`src/rtl/thread_scheduler.sv`:
```
// Round-robin thread scheduler feeding a single join-execute core, one instruction in flight.
// Optional watchdog on the WAIT state is built when SCHED_TIMEOUT_EN is defined.
module thread_scheduler #(
   parameter int NUM_THREADS = 4,
   parameter int PC_W        = 8,
   parameter int PROG_LEN    = 4
) (
   input  logic                           clk,
   input  logic                           rst_n,
   input  logic                           start,
   input  logic [NUM_THREADS-1:0]         start_mask,
   output logic                           busy,
   output logic                           done,
   output logic                           issue_valid,
   input  logic                           issue_ready,
   output logic [$clog2(NUM_THREADS)-1:0] issue_thread,
   output logic [PC_W-1:0]                instruction,
   input  logic                           commit_valid,
   input  logic [PC_W-1:0]                instruction_post,
   output logic                           err
);

   localparam int TW = $clog2(NUM_THREADS);
   localparam logic [PC_W-1:0] PROG_END = PC_W'(PROG_LEN);

   typedef enum logic [2:0] {
      IDLE,
      SELECT,
      ISSUE,
      WAIT,
      FIN
   } state_t;

   state_t                 state, state_nxt;
   logic [NUM_THREADS-1:0] active;
   logic [PC_W-1:0]        pc [NUM_THREADS];
   logic [TW-1:0]          rr_ptr;
   logic [TW-1:0]          cur;
   logic                   sel_found;
   logic [TW-1:0]          sel_idx;
   logic                   commit_fire;
   logic                   timeout;

   assign commit_fire = (state == WAIT) && commit_valid;

   // First active slot at or after rr_ptr; the TW-bit add wraps modulo NUM_THREADS.
   always_comb begin
      // NOTE: every combinational output gets a default first so no path leaves it unassigned (no latch).
      sel_found = 1'b0;
      sel_idx   = rr_ptr;
      for (int k = 0; k < NUM_THREADS; k++) begin
         if (!sel_found && active[rr_ptr + TW'(k)]) begin
            sel_found = 1'b1;
            sel_idx   = rr_ptr + TW'(k);
         end
      end
   end

`ifdef SCHED_TIMEOUT_EN
   logic [7:0] wd_cnt;

   // The counter sits at 0 on the first WAIT cycle, so 254 marks the 255th cycle without a commit.
   assign timeout = (state == WAIT) && !commit_valid && (wd_cnt == 8'd254);

   always_ff @(posedge clk or negedge rst_n) begin
      if (!rst_n) begin
         wd_cnt <= 8'd0;
         err    <= 1'b0;
      end else begin
         if (state != WAIT || commit_valid) wd_cnt <= 8'd0;
         else                               wd_cnt <= wd_cnt + 8'd1;
         if (timeout) err <= 1'b1;
      end
   end
`else
   assign timeout = 1'b0;
   assign err     = 1'b0;
`endif

   always_ff @(posedge clk or negedge rst_n) begin
      // NOTE: state registers use non-blocking assignments so every flop samples pre-edge values.
      if (!rst_n) state <= IDLE;
      else        state <= state_nxt;
   end

   always_comb begin
      state_nxt = state;
      unique case (state)
         IDLE:    if (start) state_nxt = (|start_mask) ? SELECT : FIN;
         SELECT:  state_nxt = sel_found ? ISSUE : FIN;
         ISSUE:   if (issue_ready) state_nxt = WAIT;
         WAIT:    if (commit_fire || timeout) state_nxt = SELECT;
         FIN:     state_nxt = IDLE;
         default: state_nxt = IDLE;
      endcase
   end

   always_ff @(posedge clk or negedge rst_n) begin
      if (!rst_n) begin
         active <= '0;
         // NOTE: the PC file is small and must read as 0 out of reset, so it is reset like any flop.
         for (int i = 0; i < NUM_THREADS; i++) pc[i] <= '0;
         rr_ptr <= '0;
         cur    <= '0;
      end else begin
         unique case (state)
            IDLE: begin
               if (start && |start_mask) begin
                  active <= start_mask;
                  for (int i = 0; i < NUM_THREADS; i++) pc[i] <= '0;
                  rr_ptr <= '0;
               end
            end
            SELECT: begin
               if (sel_found) cur <= sel_idx;
            end
            WAIT: begin
               if (commit_fire) begin
                  pc[cur] <= instruction_post;
                  if (instruction_post >= PROG_END) active[cur] <= 1'b0;
                  rr_ptr <= cur + 1'b1;
               end else if (timeout) begin
                  active[cur] <= 1'b0;
                  rr_ptr      <= cur + 1'b1;
               end
            end
            default: ;
         endcase
      end
   end

   assign busy         = (state != IDLE);
   assign done         = (state == FIN);
   assign issue_valid  = (state == ISSUE);
   assign issue_thread = cur;
   assign instruction  = pc[cur];

endmodule
```
`config.mk`:
```
export PLATFORM = sky130hd
export DESIGN_NAME = thread_scheduler
export DESIGN_NICKNAME = d
export VERILOG_FILES = /design/src/rtl/thread_scheduler.sv
export SDC_FILE = /design/constraint.sdc
export NUM_CORES = 1
export LEC_CHECK = 0
export ABC_AREA = 1
export BUFFER_PORTS_ARGS = -buffer_cell sky130_fd_sc_hd__buf_2
export CORE_MARGIN = 10
export CORE_UTILIZATION = 49
export DETAILED_ROUTE_END_ITERATION = 16
export PLACE_DENSITY = 0.69
export SETUP_SLACK_MARGIN = 0.5
export SYNTH_ARGS = -nofsm -noshare
export SYNTH_HDL_FRONTEND = slang
export SYNTH_SLANG_ARGS = --single-unit
```
`constraint.sdc`:
```
create_clock -name clk -period 4.5 [get_ports clk]
set_input_delay 0.225 -clock clk [delete_from_list [all_inputs] [get_ports clk]]
set_output_delay 0.225 -clock clk [all_outputs]
set_load 0.01 [all_outputs]
```
==> metrics, run 1 <==
status complete, no violations; largest net degree at the start of global routing 44; Iter 0 DRT Violations approximately 260; setup TNS 0 ns; grt total ovfl 0; worst hold path type in -> async; Inst Count DP 413; Setup crit start kind register; share of the synthesized area in the top cell type 0.4319; RePlAce Congestion approximately 0.88; H-tree depth 2; synth unique cells 27; Avg Vias per Cell 5.608; Clock Path Buffers 2; CP Data Required Time 4.73 ns; leakage power of the design 1.461 nW; CP max FO 20; Setup Skew 0.003931 ns; flop2flop setup slack 1.98 ns; First-pass DRT Iterations 4; Die Width 91.30 um; Mapped Nets 355; CTS tree done; Wirelength per Cell approximately 16 um; synthesized cell area 2491 um^2; hpwl dp 4514 um; final hold violation count 0; CORE AREA 4817 um^2; CTS sink count 43; antenna violations before repair 0; Clock Latency Late Sink 0.29 ns; Clk pin slew, worst setup/hold paths approximately 0.090 ns; clock root cell clkbuf_8; worst vdd ir ~0.0005 V; vias in the first global route 2349; CTS Hold Bufs 0; Place WS 2.074 ns; nets 374; total power 1.979 mW; fraction of layout cells with a size suffix above 1 0.1497; post-route setup slack 1.978 ns; num rows 25; Pins Over Slew Limit 0; Tot GR Track Use 0.1655; final cell count without fillers 421; relative max-transition margin 0.3561; worst-margin pin slew 0.9658 ns; worst path arrival time 2.75 ns; antenna-violating nets left 0; power per cell area around 700 nW/um^2; die area approximately 8300 um^2; synth top area cells dfrtp_1 43%, o21ai_0 13%, nand2_1 11%; fillers 491; Seq/Total Area, Yosys 0.4319; crit end category register; routed vias 2361; Vert. Die Dim 91.30 um; Yosys reg bits 43; global-route wire length before repair 11650 um; Synth area leader dfrtp_1; Setup Fix Bufs, Post-CTS 0; Final Core Density 0.5709; # IOs 31; commonest non-fill, non-tap cell in the layout nand2_1; area grow syn2layout 10.40%; RSZ-0062 raised after global routing false; Final setup viols 0; final WL 6646 um; Synth warnings 0; starting density of the core 0.5171; number of max-cap violations 0; port bufs 29; # DRC 0; CTS resizes 0; FMAX 396.5 MHz; Avg Inst Size Synth 7.459 um^2; Ant. Diodes 0; Mapped Cells 334; Setup CP Type reg -> reg; most frequent cells in the layout 75 x nand2_1, 64 x o21ai_0, 43 x dfrtp_1, 29 x buf_2; CTS Buf Count 5; Final period util 0.5604; time the worst path needs with I/O delays and setup 2.522 ns
## cell usage after synthesis
cell,count
a21oi_1,4
buf_1,4
buf_2,4
buf_4,5
buf_6,1
clkbuf_1,4
clkinv_1,1
conb_1,1
dfrtp_1,43
ha_1,4
inv_1,27
inv_2,4
nand2_1,75
nand2_4,1
nand3_1,15
nand4_1,27
nor2_1,21
nor2_2,7
nor3_1,1
nor3_2,1
nor3_4,1
nor3b_1,1
o21ai_0,64
o21ai_1,8
o21bai_1,1
o22ai_1,8
or2_2,1
## power by group
part | internal (mW) | switching [mW]
clock | 0.183 | 0.134
combinational | 0.323 | 0.708
sequential | 0.500 | 0.131
## per-layer routing
layer / track usage / routed length (um) / up-vias
met5: 0 / 0 / -
met4: 0.05222 / 69 / 0
met3: 0.03951 / 464 / 8
met2: 0.2494 / 3076 / 81
met1: 0.2277 / 3036 / 1112
li1: - / - / 1160
## registers in the layout, summed over array words and instances, names as in the netlist
| signal | count |
|---|---|
| state | 3 |
| active | 4 |
| rr_ptr | 2 |
| pc | 32 |
| issue_thread | 2 |
## layout make-up
| class | instances | area, um^2 | share of cell area |
|---|---|---|---|
| multi-input cells | 241 | 1196 | 0.4349 |
| flip-flops and latches | 43 | 1076 | 0.3913 |
| repair buffers | 30 | 152.6 | 0.05550 |
| inverters | 32 | 120.1 | 0.04368 |
| well taps | 67 | 83.83 | 0.03048 |
| clock buffers | 6 | 82.58 | 0.03003 |
| clock inverters | 2 | 38.79 | 0.01410 |
## path summary, 6_finish.rpt
kind / start / cells after the start / endpoint
max: issue_thread[0] / 5 / pc[13]
min: rst_n / 1 / pc[6]
max reg2reg: issue_thread[0] / 5 / pc[13]
min reg2reg: pc[19] / 2 / pc[19]
max in group asynchronous: rst_n / 1 / pc[17]
min in group clk: start_mask[0] / 3 / active[0]
## per-stage QoR
stage               area, um^2  hold slack, ns
floorplan                 2491        -0.07059
global placement          2629          0.4281
detailed placement        2629          0.4232
CTS                       2750          0.1046
global route              2750          0.1349
finish                    2750         0.07567
## kinds of logic (layout without fill, tap and decap cells)
family / Yosys count / in the layout / share of synthesized area
AOI/OAI and AO/OA: 85 / 85 / 0.1758
adders and majority gates: 4 / 4 / 0.02009
buffers and inverters: 50 / 70 / 0.08789
DFF: 43 / 43 / 0.4319
other: 1 / 1 / 0.001505
and+or+nand+nor: 151 / 151 / 0.2828
## critical path, cell delays in order (launching register included)
cell	delay, ns
dfrtp_1	0.72
clkinv_1	0.61
ha_1	0.54
nor2_2	0.35
o21ai_0	0.16
nand2_1	0.08
(Power assumes the default switching activity.)
==> run 2: changes to the inputs <==
--- a/config.mk
+++ b/config.mk
@@ -5,12 +5,12 @@
 export SDC_FILE = /design/constraint.sdc
 export NUM_CORES = 1
 export LEC_CHECK = 0
-export ABC_AREA = 1
+export ABC_AREA = 0
 export BUFFER_PORTS_ARGS = -buffer_cell sky130_fd_sc_hd__buf_2
 export CORE_MARGIN = 10
 export CORE_UTILIZATION = 49
 export DETAILED_ROUTE_END_ITERATION = 16
-export PLACE_DENSITY = 0.69
+export PLACE_DENSITY = 0.73
 export SETUP_SLACK_MARGIN = 0.5
 export SYNTH_ARGS = -nofsm -noshare
 export SYNTH_HDL_FRONTEND = slang
==> constraint.sdc (replaced) <==
create_clock -name clk -period 2.2 [get_ports clk]
set_input_delay 0.11 -clock clk [delete_from_list [all_inputs] [get_ports clk]]
set_output_delay 0.11 -clock clk [all_outputs]
set_load 0.01 [all_outputs]
==> run 2 against run 1 <==
Net effect: design area shrank 7.1%; worst hold slack improved by 0.020 ns; utilization rose by 2.0 points; power up 75%; worst setup slack got worse by 1.4 ns; synthesized area shrank 13%; clock power rose by 50%.
==> metrics, run 2 <==
RSZ-0062 raised after global routing true; worst hold path type in -> reg; synthesized cell area 2161 um^2 (-13%); final WL 5165 um (-22%); setup TNS 0 ns (unchanged); status complete, no violations; CTS Buf Count 5 (unchanged); Clk pin slew, worst setup/hold paths 0.08 ns (about the same); Synth Flop Type dfrtp_1; RePlAce Congestion 0.8326 (-5.4%); Yosys reg bits 43 (unchanged); Final Core Density 0.5906 (+0.01966); Biggest register pc; clock root cell clkbuf_8; Wirelength per Cell 19.64 um (+24%); Setup CP Type reg -> reg; Sequential Area 1080 um^2 (+0.35%); total power 3.465 mW (+75%); synth unique cells 39 (+44%); Synth area leader dfrtp_1; cell-internal power 2.163 mW (+120%); routed vias 1602 (-32%); First-pass DRT Iterations 4 (unchanged); Final setup viols 0 (unchanged); Clock Latency Late Sink 0.29 ns (about the same); relative max-transition margin 0.3786 (+0.02244); Avg Inst Size Synth 12.56 um^2 (+68%); CORE AREA 4324 um^2 (-10%); reg2reg end pc[4]; Synth async-reset ratio 1.000 (unchanged); commonest cells in the netlist 43 x dfrtp_1, 21 x a22o_1, 15 x a22o_2; worst setup path startpoint state[0]; most frequent cells in the layout 40 x dfrtp_1, 29 x buf_2, 21 x a22o_1, 15 x a22o_2, 9 x buf_4; nets 231 (-38%); Tot GR Track Use 0.1405 (-0.02499); grt total ovfl 0 (unchanged); num rows 24 (-4.0%); Final period util 0.7512 (+0.1908); flop2flop setup slack 0.55 ns (-1.43 ns); clock power share 0.137 (-0.023); # IOs 31 (unchanged); Logic pwr share 0.462 (-0.059); vias in the first global route 1652 (-30%); area of the multi-input gates 1075 um^2 (-10%); Iter 0 DRT Violations 138 (-47%); antenna violations before repair 0 (unchanged); Synth warnings 0 (unchanged); Reg2Reg Depth 4 (-1); switching power 1.302 mW (+34%); hpwl dp 3689 um (-18%); largest net degree at the start of global routing 44 (unchanged); worst-margin pin slew 0.9321 ns (-0.03367 ns); number of max-cap violations 0 (unchanged); fillers 354 (-28%); share of the synthesized area in the top cell type 0.4980 (+0.06603); CP max FO 10 (-50%); Seq/Total Area, Yosys 0.4980 (+0.06603); worst reg2reg path startpoint state[0]; power per cell area 1357 nW/um^2 (+89%); Sw Ratio 0.3756 (-0.1162); Clock Path Buffers 2 (unchanged); Mapped Cells 172 (-49%); Hold Crit Start instruction_post[0]; antenna-violating nets left 0 (unchanged); most numerous cell in the Yosys netlist dfrtp_1; synth top area cells dfrtp_1 50%, a22o_1 8.5%, mux4_2 8.3%; CTS sink count 43 (unchanged); die area 7466 um^2 (-10%); Setup crit start kind register; # DRC 0 (unchanged); Avg Vias per Cell 6.091 (+8.6%); fraction of layout cells with a size suffix above 1 0.4123 (+0.2626); CTS tree done; hold path depth 2; crit end category register; worst vdd ir 0.0007281 V (+48%); port bufs 29 (unchanged); worst hold slack 0.09588 ns (+0.02022 ns); worst path arrival time 1.83 ns (-0.92 ns); Mapped Nets 193 (-46%); Sequential Power Share 0.401 (+0.082); Die Width 86.41 um (-5.4%); area grow syn2layout 18.18%; commonest non-fill, non-tap cell in the layout dfrtp_1; Ant. Diodes 0 (unchanged); CP Data Required Time 2.38 ns (-2.35 ns); leakage power of the design 1.172 nW (-20%); max FFs per register 32 (unchanged); starting density of the core 0.4997 (-0.01743); H-tree depth 2 (unchanged); largest registers pc: 32 flops, active: 4 flops, state: 3 flops; Vert. Die Dim 86.41 um (-5.4%); Setup Skew 0.005279 ns (+0.001347 ns); FMAX 605.1 MHz (+53%); global-route wire length before repair 8452 um (-27%); Pins Over Slew Limit 0 (unchanged); time the worst path needs with I/O delays and setup 1.653 ns (-0.8693 ns); worst hold endpoint pc[16]; final hold violation count 0 (unchanged); Post-synth EDFFs 0 (unchanged)
run 2: per-stage QoR:
stage | setup WS [ns] | instance area [um^2] | instances
floorplan | 0.5203 | 2161 | 172
global placement | 0.5908 | 2346 | 247
detailed placement | 0.4008 | 2346 | 247
CTS | 0.5137 | 2460 | 256
global route | 0.4694 | 2554 | 263
finish | 0.5473 | 2554 | 263
run 2: layout make-up:
cell class,instances,share of cell area
Multi-Input combinational cell,117,0.4209
Clock buffer,6,0.02842
Timing Repair Buffer,40,0.09309
Clock inverter,2,0.004900
Sequential cell,43,0.4228
Inverter,3,0.004410
Tap cell,52,0.02548
run 2: layer usage:
metal	wire length, um	up-vias	track usage	share of wire
met5	0	-	0	0
met1	2302	799	0.1841	0.45
met4	53	0	0.05007	0.010
met3	294	6	0.04034	0.057
met2	2516	57	0.2161	0.49
li1	-	740	-	-
run 2: logic make-up after synthesis:
| family | Yosys count | synth area share |
|---|---|---|
| AOI/OAI and AO/OA | 58 | 0.2374 |
| muxes | 8 | 0.08338 |
| DFF | 43 | 0.4980 |
| other | 1 | 0.001735 |
| buffers and inverters | 12 | 0.02721 |
| and+or+nand+nor | 46 | 0.1291 |
| adders and majority gates | 4 | 0.02316 |
run 2: worst max path at each step:
| stage | end |
|---|---|
| finish | pc[4] |
| global route | pc[15] |
| CTS | active[0] |
| detailed placement | issue_thread[0] |
| global placement | pc[4] |
| floorplan | pc[24] |
run 2: repair_timing:
action                                  4_1_cts  5_1_grt
endpoints found under the setup margin       11       37
hold buffers                                  1        0
pin swaps                                     0        2
hold endpoints to repair                     43        0
resized for setup                             4       10
setup buffers                                 0        7
run 2: worst max-delay path: stages, from the launching register on:
cell and delay (ns):
dfrtp_2 0.47, or2_4 0.29, a21oi_4 0.31, o21ai_4 0.17, a22o_2 0.29
run 2: power by group through the flow:
stage / combinational (mW) / clock [mW] / sequential [mW]
finish: 1.60 / 0.475 / 1.39
global route: 1.77 / 0.526 / 1.42
CTS: 1.46 / 0.489 / 1.38
detailed placement: 1.43 / 0 / 1.39
global placement: 1.38 / 0 / 1.35
floorplan: 1.09 / 0 / 1.27
